### config.mk
export PLATFORM = sky130hd
export DESIGN_NAME = spi_rom_reader_flat
export DESIGN_NICKNAME = d
export VERILOG_FILES = /design/src/rtl/spi_rom_reader_pkg.sv /design/src/rtl/spi_rom_reader_if.sv /design/src/rtl/spi_rom_reader.sv /design/src/flat_wrapper.sv
export SDC_FILE = /design/constraint.sdc
export NUM_CORES = 1
export LEC_CHECK = 0
export CAP_MARGIN = 5
export CORE_MARGIN = 4
export CORE_UTILIZATION = 37
export CTS_BUF_LIST = sky130_fd_sc_hd__clkbuf_8
export DETAILED_ROUTE_END_ITERATION = 10
export PLACE_DENSITY = 0.69
export SKIP_CTS_REPAIR_TIMING = 1
export SLEW_MARGIN = 20
export SYNTH_ARGS = -nofsm -noshare
export SYNTH_HDL_FRONTEND = slang
export SYNTH_SLANG_ARGS = --single-unit
### constraint.sdc
create_clock -name clk -period 3.3 [get_ports clk]
set_clock_uncertainty 0.05 [all_clocks]
set_input_delay 0.33 -clock clk [delete_from_list [all_inputs] [get_ports clk]]
set_output_delay 0.33 -clock clk [all_outputs]
set_load 0.01 [all_outputs]
### src/rtl/spi_rom_reader_pkg.sv
// spi_rom_pkg: shared definitions for the SPI ROM read path.
// Holds the read opcode, the word-count width, the chip-select gap length,
// the sequencer state encoding, the SPI clock select codes and the layout
// of the READ command word shifted out to the ROM.
package spi_rom_pkg;

  localparam logic [7:0] CMD_READ       = 8'h03;
  localparam int         LEN_W          = 8;
  localparam int         CS_HIGH_CYCLES = 4;
  localparam int         GAP_W          = $clog2(CS_HIGH_CYCLES + 1);

  typedef enum logic [2:0] {
    ST_IDLE,
    ST_CMD,
    ST_DATA,
    ST_GAP,
    ST_DONE
  } state_t;

  // SPI clock select codes passed straight through to the master's freq input.
  typedef enum logic [1:0] {
    FREQ_SLOWEST = 2'b00,
    FREQ_SLOW    = 2'b01,
    FREQ_FAST    = 2'b10,
    FREQ_FASTEST = 2'b11
  } freq_sel_t;

  // Command word as it leaves the master MSB first: opcode, then address.
  typedef struct packed {
    logic [7:0]  opcode;
    logic [23:0] addr;
  } cmd_word_t;

  function automatic logic [31:0] make_read_cmd(input logic [23:0] addr);
    cmd_word_t cmd;
    cmd.opcode = CMD_READ;
    cmd.addr   = addr;
    return cmd;
  endfunction

endpackage

### src/rtl/spi_rom_reader_if.sv
// spi_rom_reader_if: bundle of every signal around the ROM reader.
// Requester side: start/addr/len/freq_sel in, busy/done/rd_* out.
// SPI master side: spi_din/spi_freq/spi_en out, spi_dout/spi_done in.
// Modport slave is the reader itself; modport master is whatever drives it
// (the requester plus the SPI master, or a bench standing in for both).
interface spi_rom_reader_if;
  import spi_rom_pkg::*;

  logic             start;
  logic [23:0]      addr;
  logic [LEN_W-1:0] len;
  logic [1:0]       freq_sel;
  logic             busy;
  logic             done;
  logic [31:0]      rd_data;
  logic             rd_valid;
  logic [LEN_W-1:0] rd_index;
  logic [31:0]      spi_din;
  logic [1:0]       spi_freq;
  logic             spi_en;
  logic [31:0]      spi_dout;
  logic             spi_done;

  modport slave (
    input  start, addr, len, freq_sel, spi_dout, spi_done,
    output busy, done, rd_data, rd_valid, rd_index, spi_din, spi_freq, spi_en
  );

  modport master (
    output start, addr, len, freq_sel, spi_dout, spi_done,
    input  busy, done, rd_data, rd_valid, rd_index, spi_din, spi_freq, spi_en
  );

endinterface

### src/rtl/spi_rom_reader.sv
// spi_rom_reader: sequences one ROM read burst through the 32-bit SPI master.
// A start sends {CMD_READ, addr}, then len dummy words; each word received
// during the dummy transfers is returned on rd_data/rd_valid/rd_index.
// spi_en stays high for the whole burst so chip select stays low, then a
// chip-select-high gap is enforced before the done pulse.
// Ports: clk, rst (async, active high), bus (spi_rom_reader_if.slave).
// All outputs come straight from flops.
module spi_rom_reader
  import spi_rom_pkg::*;
(
  input  logic            clk,
  input  logic            rst,
  spi_rom_reader_if.slave bus
);

  state_t           state, state_d;
  logic [LEN_W-1:0] len_q, len_d;
  logic [LEN_W-1:0] word_cnt, word_cnt_d;
  logic [GAP_W-1:0] gap_cnt, gap_cnt_d;

  logic             busy_q, busy_d;
  logic             done_q, done_d;
  logic             rd_valid_q, rd_valid_d;
  logic [31:0]      rd_data_q, rd_data_d;
  logic [LEN_W-1:0] rd_index_q, rd_index_d;
  logic [31:0]      spi_din_q, spi_din_d;
  logic [1:0]       spi_freq_q, spi_freq_d;
  logic             spi_en_q, spi_en_d;

  always_ff @(posedge clk or posedge rst) begin
    if (rst) begin
      state      <= ST_IDLE;
      len_q      <= '0;
      word_cnt   <= '0;
      gap_cnt    <= '0;
      busy_q     <= 1'b0;
      done_q     <= 1'b0;
      rd_valid_q <= 1'b0;
      rd_data_q  <= '0;
      rd_index_q <= '0;
      spi_din_q  <= '0;
      spi_freq_q <= '0;
      spi_en_q   <= 1'b0;
    end else begin
      state      <= state_d;
      len_q      <= len_d;
      word_cnt   <= word_cnt_d;
      gap_cnt    <= gap_cnt_d;
      busy_q     <= busy_d;
      done_q     <= done_d;
      rd_valid_q <= rd_valid_d;
      rd_data_q  <= rd_data_d;
      rd_index_q <= rd_index_d;
      spi_din_q  <= spi_din_d;
      spi_freq_q <= spi_freq_d;
      spi_en_q   <= spi_en_d;
    end
  end

  // Next state plus the next value of every registered output. busy, spi_en
  // and done are derived from the state being entered so they change on the
  // same edge as the state. DONE accepts a start just like IDLE, which lets
  // bursts run back to back without an idle cycle.
  always_comb begin
    state_d    = state;
    len_d      = len_q;
    word_cnt_d = word_cnt;
    gap_cnt_d  = gap_cnt;
    rd_valid_d = 1'b0;
    rd_data_d  = rd_data_q;
    rd_index_d = rd_index_q;
    spi_din_d  = spi_din_q;
    spi_freq_d = spi_freq_q;

    case (state)
      ST_IDLE, ST_DONE: begin
        if (bus.start) begin
          len_d      = bus.len;
          spi_freq_d = bus.freq_sel;
          if (bus.len != '0) begin
            spi_din_d = make_read_cmd(bus.addr);
            state_d   = ST_CMD;
          end else begin
            state_d = ST_DONE;
          end
        end else if (state == ST_DONE) begin
          state_d = ST_IDLE;
        end
      end

      // The word clocked in while the command goes out is meaningless.
      ST_CMD: begin
        if (bus.spi_done) begin
          spi_din_d  = '0;
          word_cnt_d = '0;
          state_d    = ST_DATA;
        end
      end

      // Comparing against len-1 before incrementing keeps the counter from
      // wrapping even for the largest burst.
      ST_DATA: begin
        if (bus.spi_done) begin
          rd_data_d  = bus.spi_dout;
          rd_index_d = word_cnt;
          rd_valid_d = 1'b1;
          word_cnt_d = word_cnt + LEN_W'(1);
          if (word_cnt == len_q - LEN_W'(1)) begin
            gap_cnt_d = GAP_W'(CS_HIGH_CYCLES);
            state_d   = ST_GAP;
          end
        end
      end

      ST_GAP: begin
        if (gap_cnt == '0) begin
          state_d = ST_DONE;
        end else begin
          gap_cnt_d = gap_cnt - GAP_W'(1);
        end
      end

      default: state_d = ST_IDLE;
    endcase

    busy_d   = (state_d == ST_CMD) || (state_d == ST_DATA) || (state_d == ST_GAP);
    spi_en_d = (state_d == ST_CMD) || (state_d == ST_DATA);
    done_d   = (state_d == ST_DONE);
  end

  assign bus.busy     = busy_q;
  assign bus.done     = done_q;
  assign bus.rd_valid = rd_valid_q;
  assign bus.rd_data  = rd_data_q;
  assign bus.rd_index = rd_index_q;
  assign bus.spi_din  = spi_din_q;
  assign bus.spi_freq = spi_freq_q;
  assign bus.spi_en   = spi_en_q;

endmodule

### src/flat_wrapper.sv
// flat-port wrapper written by rule: the top's interface ports become plain ports
module spi_rom_reader_flat import spi_rom_pkg::*;
  (clk, rst, bus_start, bus_addr, bus_len, bus_freq_sel, bus_spi_dout, bus_spi_done, bus_busy, bus_done, bus_rd_data, bus_rd_valid, bus_rd_index, bus_spi_din, bus_spi_freq, bus_spi_en);
  spi_rom_reader_if bus_i ();
  input  logic clk;
  input  logic rst;
  input wire logic [$bits(bus_i.start)-1:0] bus_start;
  input wire logic [$bits(bus_i.addr)-1:0] bus_addr;
  input wire logic [$bits(bus_i.len)-1:0] bus_len;
  input wire logic [$bits(bus_i.freq_sel)-1:0] bus_freq_sel;
  input wire logic [$bits(bus_i.spi_dout)-1:0] bus_spi_dout;
  input wire logic [$bits(bus_i.spi_done)-1:0] bus_spi_done;
  output wire logic [$bits(bus_i.busy)-1:0] bus_busy;
  output wire logic [$bits(bus_i.done)-1:0] bus_done;
  output wire logic [$bits(bus_i.rd_data)-1:0] bus_rd_data;
  output wire logic [$bits(bus_i.rd_valid)-1:0] bus_rd_valid;
  output wire logic [$bits(bus_i.rd_index)-1:0] bus_rd_index;
  output wire logic [$bits(bus_i.spi_din)-1:0] bus_spi_din;
  output wire logic [$bits(bus_i.spi_freq)-1:0] bus_spi_freq;
  output wire logic [$bits(bus_i.spi_en)-1:0] bus_spi_en;
  assign bus_i.start = bus_start;
  assign bus_i.addr = bus_addr;
  assign bus_i.len = bus_len;
  assign bus_i.freq_sel = bus_freq_sel;
  assign bus_i.spi_dout = bus_spi_dout;
  assign bus_i.spi_done = bus_spi_done;
  assign bus_busy = bus_i.busy;
  assign bus_done = bus_i.done;
  assign bus_rd_data = bus_i.rd_data;
  assign bus_rd_valid = bus_i.rd_valid;
  assign bus_rd_index = bus_i.rd_index;
  assign bus_spi_din = bus_i.spi_din;
  assign bus_spi_freq = bus_i.spi_freq;
  assign bus_spi_en = bus_i.spi_en;
  spi_rom_reader u_core (.clk(clk), .rst(rst), .bus(bus_i));
endmodule
==> summary.txt <==
Floorplanning
  – Initial Utilization: 0.385
  – DIE AREA: roughly 0.013 mm^2
  – Core footprint: roughly 0.010 mm^2
  – # IOs: 148
  – Die width: around 110 um
  – FP Rows: 37
  – Die H: 112 um

STA
  – RSZ-0062 raised after global routing: false
  – Worst Slack Setup Final: 979 ps
  – Setup TNS Final: 0 ps
  – Fmax: 431 MHz
  – Worst-Margin Slew: 914 ps
  – Relative slew slack: 0.389
  – Pins over their slew limit: 0
  – Fin crit period: roughly 2300 ps
  – Final Hold Vio Count: 0
  – Finish-stage setup viols: 0
  – Period utilization: 0.703

Setup path
  – Worst Setup Path Type: reg -> reg
  – WP data arrival: 2480 ps
  – Flop-to-flop setup slack: between 900 and 1000 ps
  – Crit-path max cell delay: between 400 and 500 ps
  – Critical Path Slowest Stage Cell: dfrtp_1
  – Critical path launch point type: flip-flop
  – Crit path capture type: flip-flop
  – WP data required: between 3000 and 4000 ps
  – CP Max Fanout: 7
  – CP cell instances: inv_1 -> ha_1 -> o21bai_1 -> a2111oi_2 -> a311oi_2 -> a2111oi_4 -> o22ai_1

Placed design
  – Port Buf Inserts: 141
  – Post-DP HPWL: 6.78 mm
  – Setup WS pre-CTS: between 900 and 1000 ps
  – RePlAce Congestion: between 0.7 and 0.8

Global routing
  – Vias in the first global route: 3,118
  – Initial antenna violation count: 0
  – GRT overflow: 0
  – First-pass GRT wire length: 15.2 mm
  – GRT Total Usage: 0.148
  – Largest net degree at the start of global routing: 56

Routing
  – TritonRoute pass-1 iters: 4
  – Vias: 2,981
  – Metal3 WL: approximately 940 um
  – # DRC: 0
  – Number of DRC markers in iteration 0: 67
  – Met1 wire length: 3.93 mm
  – Top routing layer used: met4
  – ANT nets after route: 0
  – WL/cell: 14.9 um
  – Final WL: 9.25 mm
  – Vias/cell: 4.82
  – Wire length on met2: roughly 4.3 mm

Clocking
  – CTS tree: built
  – CTS H-Tree Depth: 3
  – CTS Buffer Depth: 2
  – Root buf cell: clkbuf_8
  – Clock latency on the worst-skew pair: 350 ps
  – Clk slew on worst S/H paths: 90 ps
  – Total clock sinks: 93
  – Num CTS Buffers: 9

Synthesis
  – Number of synthesized register bits: a little over 90
  – Post-synth design cell area: around 0.0040 mm^2
  – Ys Warns: 0
  – Syn avg cell area: 11.8 um^2
  – Mux share of post-synthesis cell area: 0.138
  – Sequential area share after synthesis: 0.581
  – Largest family of logic cells by synthesized area: multiplexers
  – Post-Synthesis Cells: 340
  – Count of cell types in the netlist: 45
  – Post-Synth Simple-Gate Area: 0.118
  – Xor and xnor fraction of the mapped netlist area: 0.0306
  – Post-synthesis adder-cell area fraction: 0.0125
  – Compound-cell area share of the yosys netlist: 0.0821

Power and ir drop
  – VDD IR max: ~0.44 mV
  – Leak: roughly 0.0025 uW
  – PwrDens: between 800 and 900 mW/mm^2

Layout
  – Area Overhead vs Synth: 44.1%
  – Final-stage net count: 552
  – Ratio of cells with drive above 1 in the final layout: 0.159
  – Diode count: 0

Status
  – Status: finished clean

Min path
  – Hold WC Path Type: in -> async

Run
  – Max-cap violations: 0
==> placed cells by master (no fill, tap or decap), types with 3 or more instances in the layout <==
master / netlist / final
clkdlybuf4s50_1: 0 / 141
nand2_1: 61 / 61
xnor2_1: 3 / 3
o21ai_0: 20 / 20
buf_4: 7 / 3
nand2b_1: 5 / 5
clkbuf_8: 0 / 11
nand3_1: 4 / 4
dfrtp_1: 93 / 93
nor2_1: 10 / 10
ha_1: 4 / 4
nand4_1: 5 / 5
mux2_2: 49 / 49
inv_1: 8 / 8
conb_1: 1 / 6
xor2_1: 11 / 11
o21ai_1: 9 / 9
==> critical path: cells and delay by family (launching register included) <==
family	cells	cell delay [ps]
AO/OA/AOI/OAI	5	1300
adder cells (fa/ha/maj)	1	280
buffers and inverters	1	90
flip-flops	1	460
==> final timing paths <==
path	from	endpoint	cells after the start
max	u_core.len_q[0]$_DFFE_PP0P_	u_core.gap_cnt[1]$_DFFE_PP0P_	7
min	rst	u_core.bus.spi_din[12]$_DFFE_PP0P_	2
max reg2reg	u_core.len_q[0]$_DFFE_PP0P_	u_core.gap_cnt[1]$_DFFE_PP0P_	7
min reg2reg	u_core.gap_cnt[2]$_DFFE_PP0P_	u_core.gap_cnt[2]$_DFFE_PP0P_	1
max in group asynchronous	rst	u_core.bus.rd_index[0]$_DFFE_PP0P_	3
min in group clk	bus_addr[16]	u_core.bus.spi_din[16]$_DFFE_PP0P_	3
==> final cells by class <==
class	count	area (um^2)
fill	905	4640
sequential	93	2330
multi-input combinational	221	1560
timing repair buffer	145	1450
tap	136	170
clock buffer	11	151
clock inverter	5	82.6
inverter	8	31.3
==> cell families after synthesis <==
logic type,Yosys count
flip-flops,93
other,1
AND/OR/NAND/NOR,100
multiplexers,49
AO/OA/AOI/OAI,48
adder cells (fa/ha/maj),4
buffers and inverters,31
XOR/XNOR,14
==> synthesized netlist by cell type, drive strengths merged <==
| master | count | area share |
|---|---|---|
| a21boi | 2 | 0.0037 |
| conb | 1 | 0.00094 |
| and2 | 1 | 0.0016 |
| xnor2 | 3 | 0.0066 |
| xor2 | 11 | 0.024 |
| o211a | 1 | 0.0025 |
| a311oi | 2 | 0.0059 |
| nand3 | 4 | 0.0050 |
| o31a | 2 | 0.0044 |
| a21o | 1 | 0.0019 |
| or2 | 1 | 0.0016 |
| nand2 | 61 | 0.057 |
| a211oi | 1 | 0.0019 |
| nor4 | 3 | 0.0084 |
| nand2b | 5 | 0.0078 |
| and4 | 1 | 0.0022 |
| nor2 | 10 | 0.0094 |
| o21ai | 29 | 0.036 |
| nand3b | 2 | 0.0037 |
| o31ai | 1 | 0.0019 |
| a311o | 2 | 0.0050 |
| dfrtp | 93 | 0.58 |
| o22ai | 1 | 0.0016 |
| and3 | 1 | 0.0016 |
| nor3 | 2 | 0.0025 |
| clkbuf | 10 | 0.0094 |
| buf | 13 | 0.021 |
| a2111oi | 2 | 0.011 |
| nand4 | 5 | 0.0078 |
| ha | 4 | 0.012 |
| a22o | 1 | 0.0022 |
| and4bb | 1 | 0.0031 |
| nor2b | 1 | 0.0016 |
| nor3b | 2 | 0.0050 |
| o21bai | 1 | 0.0019 |
| mux2 | 49 | 0.14 |
| inv | 8 | 0.0075 |
| a21oi | 2 | 0.0025 |
==> per-stage QoR <==
| stage | area, um^2 | cells | utilization | power [uW] | hold WS [ps] |
|---|---|---|---|---|---|
| 2_1_floorplan | 4030 | 345 | - | 3210 | 397 |
| 3_3_place_gp | 5540 | 603 | 0.532 | 4300 | 438 |
| 3_5_place_dp | 5540 | 603 | 0.532 | 4370 | 445 |
| 4_1_cts | 5780 | 619 | 0.555 | 5260 | 364 |
| 5_1_grt | 5780 | 619 | 0.555 | 5550 | 400 |
| 6_report | 5780 | 619 | 0.555 | 5190 | 345 |
==> where the power goes <==
| part | switching, uW | internal, uW |
|---|---|---|
| Combinational | 949 | 1350 |
| Clock | 394 | 471 |
| Sequential | 369 | 1650 |
==> flip-flops by register name, summed over array words and instances (netlist names) <==
register             cells
u_core.bus.rd_data      32
u_core.bus.spi_din      25
u_core.bus.rd_index      8
u_core.len_q             8
u_core.word_cnt          8
u_core.gap_cnt           3
u_core.state             3
u_core.bus.spi_freq      2
u_core.bus.busy          1
u_core.bus.done          1
u_core.bus.rd_valid      1
u_core.bus.spi_en        1
==> metal layers <==
layer,global-route usage,vias to the layer above
met3,0.0539,11
met4,0.0481,0
li1,-,1427
met5,0,-
met1,0.187,1419
met2,0.237,124
Note: power is estimated with default switching activity, not from simulation.
